## src/rtl/lfsr_scrambler_n.sv

```systemverilog
// lfsr_scrambler_n: parametrised Galois LFSR scrambler with a valid/ready
// beat datapath, shadow seed registers with explicit commit, resync input,
// accepted-beat counter and host register readback.
module lfsr_scrambler_n #(
    parameter int                    POLY_WIDTH   = 127,
    parameter logic [POLY_WIDTH-1:0] TAPS         = 127'h0040_2000_0000_0000_2000,
    parameter int                    NUM_OF_STEPS = 16,
    parameter logic [11:0]           BASE_ADDR    = 12'h0cc
) (
    input  logic                    clk,
    input  logic                    rst,
    input  logic                    write,
    input  logic                    read,
    input  logic [11:0]             addr,
    input  logic [31:0]             lfsrdin,
    output logic [31:0]             rdata,
    input  logic                    resync,
    input  logic                    in_valid,
    output logic                    in_ready,
    input  logic [NUM_OF_STEPS-1:0] in_data,
    output logic                    out_valid,
    input  logic                    out_ready,
    output logic [NUM_OF_STEPS-1:0] out_data,
    output logic [POLY_WIDTH-1:0]   dout,
    output logic                    lock_err
);

    localparam int          WORDS      = (POLY_WIDTH + 31) / 32;
    localparam logic [11:0] CTRL_ADDR  = BASE_ADDR + 12'(WORDS);
    localparam logic [11:0] BEATS_ADDR = BASE_ADDR + 12'(WORDS + 1);

    logic [POLY_WIDTH-1:0]   r_state;
    logic [POLY_WIDTH-1:0]   w_seed;
    logic [31:0]             w_seed_rd [WORDS];
    logic                    r_en;
    logic                    r_bypass;
    logic [31:0]             r_beats;
    logic                    r_out_valid;
    logic [NUM_OF_STEPS-1:0] r_out_data;
    logic [31:0]             r_rdata;
    logic [31:0]             w_rd_mux;
    logic [NUM_OF_STEPS-1:0] w_ks;
    logic [POLY_WIDTH-1:0]   w_stage [NUM_OF_STEPS+1];
    logic                    w_accept;
    logic                    w_ctrl_wr;
    logic                    w_beats_wr;
    logic                    w_commit;
    logic                    w_lock;

    assign w_ctrl_wr  = write && (addr == CTRL_ADDR);
    assign w_beats_wr = write && (addr == BEATS_ADDR);
    assign w_commit   = resync | (w_ctrl_wr & lfsrdin[2]);
    assign in_ready   = r_en & (~r_out_valid | out_ready);
    assign w_accept   = in_valid & in_ready;
    assign w_lock     = r_en & (r_state == '0);

    // Shadow seed words; the top word only keeps the bits that exist in the state.
    genvar gi;
    generate
        for (gi = 0; gi < WORDS; gi++) begin : g_seed
            localparam int LO = 32 * gi;
            localparam int WK = ((POLY_WIDTH - LO) >= 32) ? 32 : (POLY_WIDTH - LO);
            logic [WK-1:0] r_word;

            // Capture host writes to this seed word.
            always_ff @(posedge clk or posedge rst) begin
                if (rst) begin
                    r_word <= '0;
                end else if (write && (addr == BASE_ADDR + 12'(gi))) begin
                    r_word <= lfsrdin[WK-1:0];
                end
            end

            assign w_seed[LO +: WK] = r_word;
            assign w_seed_rd[gi]    = 32'(r_word);
        end
    endgenerate

    // Unrolled keystream: stage j+1 is one Galois step of stage j, all in one cycle.
    assign w_stage[0] = r_state;
    generate
        for (gi = 0; gi < NUM_OF_STEPS; gi++) begin : g_step
            assign w_ks[gi]        = w_stage[gi][POLY_WIDTH-1];
            assign w_stage[gi + 1] = {w_stage[gi][POLY_WIDTH-2:0]
                                      ^ (TAPS[POLY_WIDTH-1:1] & {(POLY_WIDTH-1){w_stage[gi][POLY_WIDTH-1]}}),
                                      w_stage[gi][POLY_WIDTH-1]};
        end
    endgenerate

    // Register read multiplexer; unmapped addresses read as zero.
    always_comb begin
        w_rd_mux = '0;
        for (int k = 0; k < WORDS; k++) begin
            if (addr == BASE_ADDR + 12'(k)) begin
                w_rd_mux = w_seed_rd[k];
            end
        end
        if (addr == CTRL_ADDR) begin
            w_rd_mux = {28'd0, w_lock, 1'b0, r_bypass, r_en};
        end
        if (addr == BEATS_ADDR) begin
            w_rd_mux = r_beats;
        end
    end

    // Control bits; LOAD is not stored, it only produces a commit.
    always_ff @(posedge clk or posedge rst) begin
        if (rst) begin
            r_en     <= 1'b0;
            r_bypass <= 1'b0;
        end else if (w_ctrl_wr) begin
            r_en     <= lfsrdin[0];
            r_bypass <= lfsrdin[1];
        end
    end

    // LFSR state: a commit wins over the advance of a beat accepted in the same cycle.
    always_ff @(posedge clk or posedge rst) begin
        if (rst) begin
            r_state <= '0;
        end else if (w_commit) begin
            r_state <= w_seed;
        end else if (w_accept && !r_bypass) begin
            r_state <= w_stage[NUM_OF_STEPS];
        end
    end

    // Output beat register: load on accept, hold under backpressure, drop when taken.
    always_ff @(posedge clk or posedge rst) begin
        if (rst) begin
            r_out_valid <= 1'b0;
            r_out_data  <= '0;
        end else if (w_accept) begin
            r_out_valid <= 1'b1;
            r_out_data  <= r_bypass ? in_data : (in_data ^ w_ks);
        end else if (out_ready) begin
            r_out_valid <= 1'b0;
        end
    end

    // Accepted-beat counter; a host write clears it ahead of any increment.
    always_ff @(posedge clk or posedge rst) begin
        if (rst) begin
            r_beats <= '0;
        end else if (w_beats_wr) begin
            r_beats <= '0;
        end else if (w_accept) begin
            r_beats <= r_beats + 32'd1;
        end
    end

    // Registered read data, holding between reads; sees pre-write values.
    always_ff @(posedge clk or posedge rst) begin
        if (rst) begin
            r_rdata <= '0;
        end else if (read) begin
            r_rdata <= w_rd_mux;
        end
    end

    assign rdata     = r_rdata;
    assign out_valid = r_out_valid;
    assign out_data  = r_out_data;
    assign dout      = r_state;
    assign lock_err  = w_lock;

endmodule
```

## config.mk

```make
export PLATFORM = sky130hd
export DESIGN_NAME = lfsr_scrambler_n
export DESIGN_NICKNAME = d
export VERILOG_FILES = /design/src/rtl/lfsr_scrambler_n.sv
export SDC_FILE = /design/constraint.sdc
export NUM_CORES = 1
export LEC_CHECK = 0
export ABC_AREA = 1
export CAP_MARGIN = 10
export CELL_PAD_IN_SITES_DETAIL_PLACEMENT = 1
export CELL_PAD_IN_SITES_GLOBAL_PLACEMENT = 1
export CORE_ASPECT_RATIO = 1.75
export CORE_MARGIN = 3
export CORE_UTILIZATION = 25
export DETAILED_ROUTE_END_ITERATION = 16
export GPL_TIMING_DRIVEN = 0
export PLACE_DENSITY = 0.65
export SYNTH_ARGS = -nofsm -noshare
export SYNTH_HDL_FRONTEND = slang
export SYNTH_SLANG_ARGS = --single-unit
```

## constraint.sdc

```tcl
create_clock -name clk -period 26 [get_ports clk]
set_clock_uncertainty 0.15 [all_clocks]
set_input_delay 5.2 -clock clk [delete_from_list [all_inputs] [get_ports clk]]
set_output_delay 5.2 -clock clk [all_outputs]
set_load 0.01 [all_outputs]
```

# Yosys cells after proc, flatten, opt, wreduce, memory -nomap -nowiden
# Cells that the tools add are included.
[word_totals]
mem_bits_rw = 0
word_cells = 67
regBits = 337
mem_bits_ro = 0
n_memories = 0
latch_bits = 0
[classes]
shifts = 0
reduce_logical = 12
n_addsub = 1
n_lt_le_gt_ge = 0
n_mul = 0
n_eq_ne = 6
div = 0
mux = 13
bitwise_logic = 24
[ops]
columns = ["operator", "count"]
rows = [
  ["XOR 126 x 70 -> 126 bit", 16],
  ["two-way mux 32 bit", 8],
  ["two-way mux 127 bit", 2],
  ["logical NOT 127 bit", 1],
  ["equality test 12 x 8 -> 1 bit (second input constant)", 6],
  ["adder 32 x 1 -> 32 bit (second input constant)", 1],
  ["two-way mux 16 bit", 1],
  ["XOR 16 bit", 1],
  ["logical AND 1 bit", 7],
  ["nonzero test 2 bit", 3],
  ["bitwise AND 1 bit", 4],
  ["two-way mux 1 bit", 2],
  ["bitwise OR 1 bit", 2],
  ["logical NOT 1 bit", 1],
  ["inverter 1 bit", 1],
]

# Depth between registers and ports, before layout
[logic_depth]
depth_word = 18
depth_mapped = 14
mapped_depth_nobuf = 12

# Worst setup path before layout
# OpenSTA, ideal clock, no wires.
[synth_path]
kind = "input to output"
from = "in out_ready"
to = "out in_ready"
cell_stages = 2
t_arrival_ps = 5414
n_path_buf = 0
path_slack_ps = 15236
path_cell_list = "inv_1 a21oi_2"
[synth_via]
elab_chain_len = 2
[synth_rtl]
columns = ["element", "line", "source"]
rows = [
  ["start: declaration", "22", "input logic out_ready,"],
  ["bitwise OR 1 bit", "53", "assign in_ready = r_en & (~r_out_valid | out_ready);"],
  ["bitwise AND 1 bit", "53", ""],
  ["end: declaration", "19", "output logic in_ready,"],
]
# No other way between the ends.

# Worst setup path in the final report
# Ends and elaborated chain as after synthesis.

==> impl_metrics.csv <==
group,metric,value,unit
die,top_level_ports,245,
power,static-leakage-power,0.00983,uW
worst_hold_path,hold_path_depth,2,
drt,routed_wirelength,96800,um
die,fp.dieArea,0.0714,mm^2
flow_run,drv_cap,0,
finish,syn_to_final_growth,28.6,%
synth,yosys_reg_bits,337,
timing,tightest_slew,1.03,ns
synth,synth.top_cells.by_area,"sky130_fd_sc_hd__dfrtp_1 50%, sky130_fd_sc_hd__nand2_1 12%, sky130_fd_sc_hd__nand3_1 5.9%, sky130_fd_sc_hd__o21ai_0 5.8%, sky130_fd_sc_hd__inv_1 4.8%",
finish,nets,2568,
timing,timing.max_slew.rel_slack,31.5,%
worst_setup_path,critical_path_peak_fanout,2,
global_route,grt_overflow_total,0,
cts,hold_buffers,0,
synth,synth.lib_cells_used.distinct,38,
synth,synth-seq-area-share,49.5,%
drt,routed_via_density,5.06,
finish,antennaDiodeCount,0,
global_route,maximum_number_of_pins_on_one_net_before_global_route_repair,125,
synth,yosys_warnings,0,
timing,layout_min_cycle_time,11.76,ns
synth,syn_nets,2285,
placed_design,placed_cell_area,0.0206,mm^2
drt,drt.antenna.violating_nets,0,
global_route,initial_antenna_violation_count,1,
worst_setup_path,timing.reg2reg.worst_path_depth,9,
placed_design,place.port_buffers,242,
drt,dr_total_vias,17300,
synth,synth.largest_area_cell,"sky130_fd_sc_hd__dfrtp_1",
worst_hold_path,hold_path.startpoint,"out_data[2]",
placed_design,detailedPlace.worstSlack,14.22,ns
timing,unrepaired_setup_endpoints_after_global_routing,"no",
cts,ctsLongestPathBuffers,3,
drt,drtIter0Drc,1133,
drt,detail_route.first_pass.iterations,5,
worst_setup_path,reg2reg_launch_point,"r_en",
die,initial_utilization,25.2,%
worst_setup_path,worstPathRequired,20.65,ns
worst_setup_path,path_type_of_the_worst_setup_path,"input port to output port",
worst_setup_path,worst-endpoint-arrival,6.41,ns
synth,count_of_mapped_cells_out_of_synthesis,2217,
cts,clkSinkCount,337,
worst_hold_path,hold_path_end,"out_data[2]",
finish,fin_cells,3425,
drt,detail_route.wl_per_cell,28.3,um
die,die-width,203,um
timing,final.setup.tns,0,ns
global_route,grt_pass1_vias,18400,
die,placementRows,126,
placed_design,place.gp.congestion,0.998,
timing,final.setup.worst_slack,14.24,ns
worst_setup_path,worst_setup_path_start_kind,"input port",
synth,syn-mean-instance-area,7.68,um^2
finish,final_layout_size_suffix_gt1_share,5.02,%
worst_setup_path,rrSetupSlack,22.64,ns
synth,synth_area,0.0170,mm^2
cts,cts_max_level,2,
timing,fmax,0.0851,GHz
worst_setup_path,critical_path.endpoint_type,"output port",
timing,setup_violations,0,
die,die_height,351,um
finish,fin_util,32.5,%
cts,cts.reportedPaths.clkPinSlew,0.06,ns
global_route,grt_use_total,26.6,%
finish,post-route-cell-area,0.0219,mm^2
cts,post_cts.resized_instances,0,
worst_setup_path,worst_r2r_end,"dout[101]",
worst_hold_path,hold_class,"flop to flop",
die,fp.coreArea,0.0675,mm^2
placed_design,dp_hpwl,78700,um
drt,detailed_route_drc_error_count,0,
placed_design,placed_cells,3357,
timing,timing.final.hold_violations,0,
finish,layout.filler_cells,8277,
timing,layout_worst_path_cycle_share,45.2,%
synth,asyncSetResetFlopFracSynth,100,%
timing,slew_violations,0,
cts,cts_buffers,37,
cts,cts_root_buf,"sky130_fd_sc_hd__clkbuf_16",
power,cellPowerDensity,61.6,mW/mm^2
synth,synth_ff_type,"sky130_fd_sc_hd__dfrtp_1",
synth,synthDominantCellAreaShare,49.5,%
power,ir_drop,31.7,uV
synth,synth-edff-count,0,
cts,cts_setup_buffers,0,
global_route,grt_first_pass_wirelength,136000,um
cts,clk_latency_worst_skew_pair,0.56,ns
status,result_of_the_run,"finished, final reports clean",
cts,tritoncts_clock_tree,"yes",
state kept, by name, indices dropped and copies added (netlist names):
register       count
rdata             32
r_en               1
g_seed.r_word    127
r_bypass           1
r_beats           32
out_data          16
out_valid          1
dout             127
power breakdown:
| group | leakage [uW] | total [uW] | switching (uW) | internal (uW) |
|---|---|---|---|---|
| clock | 0.000627 | 569 | 240 | 329 |
| sequential | 0.00444 | 596 | 42.9 | 554 |
| combinational | 0.00476 | 184 | 113 | 70.9 |
| total | 0.00983 | 1350 | 396 | 953 |
cell usage in the layout (no fill, tap or decap), types with 33 or more instances in the layout:
cell type | netlist | layout
sky130_fd_sc_hd__a21oi_1 | 35 | 35
sky130_fd_sc_hd__clkbuf_1 | 94 | 102
sky130_fd_sc_hd__clkbuf_16 | 0 | 39
sky130_fd_sc_hd__clkdlybuf4s50_1 | 0 | 242
sky130_fd_sc_hd__dfrtp_1 | 337 | 337
sky130_fd_sc_hd__inv_1 | 220 | 219
sky130_fd_sc_hd__nand2_1 | 558 | 558
sky130_fd_sc_hd__nand3_1 | 202 | 202
sky130_fd_sc_hd__nand4_1 | 33 | 33
sky130_fd_sc_hd__nor2_1 | 171 | 171
sky130_fd_sc_hd__o21ai_0 | 196 | 196
sky130_fd_sc_hd__o21ai_1 | 144 | 144
sky130_fd_sc_hd__xor2_1 | 39 | 39
cells in the mapped netlist (2+ instances only):
master and count:
sky130_fd_sc_hd__buf_4 2, sky130_fd_sc_hd__o22ai_1 22, sky130_fd_sc_hd__inv_1 220, sky130_fd_sc_hd__and2_1 2, sky130_fd_sc_hd__xor2_1 39, sky130_fd_sc_hd__nor2_1 171
sky130_fd_sc_hd__dfrtp_1 337, sky130_fd_sc_hd__or2_2 4, sky130_fd_sc_hd__buf_6 3, sky130_fd_sc_hd__o21ai_0 196, sky130_fd_sc_hd__buf_1 6, sky130_fd_sc_hd__o211ai_1 23
sky130_fd_sc_hd__nor3_1 26, sky130_fd_sc_hd__nand2_2 4, sky130_fd_sc_hd__a21oi_1 35, sky130_fd_sc_hd__nand3_1 202, sky130_fd_sc_hd__o2111ai_1 2, sky130_fd_sc_hd__nor2_4 3
sky130_fd_sc_hd__nor4_1 4, sky130_fd_sc_hd__nand4_1 33, sky130_fd_sc_hd__nand2_1 558, sky130_fd_sc_hd__xnor2_1 32, sky130_fd_sc_hd__buf_2 31, sky130_fd_sc_hd__o21a_1 2
sky130_fd_sc_hd__inv_2 10, sky130_fd_sc_hd__o21ai_1 144, sky130_fd_sc_hd__clkbuf_1 94, sky130_fd_sc_hd__nor3_2 2
final cells by class:
type                    instances  area [um^2]  share of cell area, %
flip-flops and latches        337         8430                   38.5
multi-input cells            1512         7140                   32.6
repair buffers                244         2480                   11.3
well taps                     896         1120                   5.12
clock buffers                  55         1120                   5.09
inverters                     232          881                   4.02
plain buffers                 136          579                   2.64
clock inverters                13          154                  0.703
critical path, stage by stage:
cell	delay, ns
sky130_fd_sc_hd__clkdlybuf4s50_1	0.46
sky130_fd_sc_hd__inv_1	0.06
sky130_fd_sc_hd__a21oi_2	0.13
sky130_fd_sc_hd__clkdlybuf4s50_1	0.55
through the flow:
stage,hold slack [ns],total power (uW)
final,0.334,1350
after global routing,0.370,1400
after CTS,0.339,1360
after detailed placement,0.322,790
after global placement,0.319,784
after floorplan,0.303,677
per-layer routing:
layer	global-route usage, %	up-vias	routed length [um]
met1	27.9	8709	34400
li1	-	7731	-
met2	48.2	672	49100
met3	4.15	232	4930
met4	18.7	2	8340
met5	0	-	13
worst max-delay path by stage:
stage	startpoint	end	cells after the start
5_1_grt	out_ready	in_ready	4
4_1_cts	out_ready	in_ready	4
3_5_place_dp	out_ready	in_ready	4
3_3_place_gp	rst	g_seed[3].r_word[23]	2
2_1_floorplan	rst	dout[0]	1
6_report	out_ready	in_ready	4
cells by family (layout without fill, tap and decap cells):
| family | after synthesis | in the layout | synth area share (%) |
|---|---|---|---|
| AO/OA/AOI/OAI | 427 | 427 | 13.2 |
| adder cells (fa/ha/maj) | 1 | 1 | 0.0735 |
| XOR/XNOR | 71 | 71 | 3.65 |
| buffers and inverters | 368 | 680 | 8.53 |
| AND/OR/NAND/NOR | 1013 | 1013 | 25.1 |
| flip-flops | 337 | 337 | 49.5 |
Power figures use the tool's default switching activity.
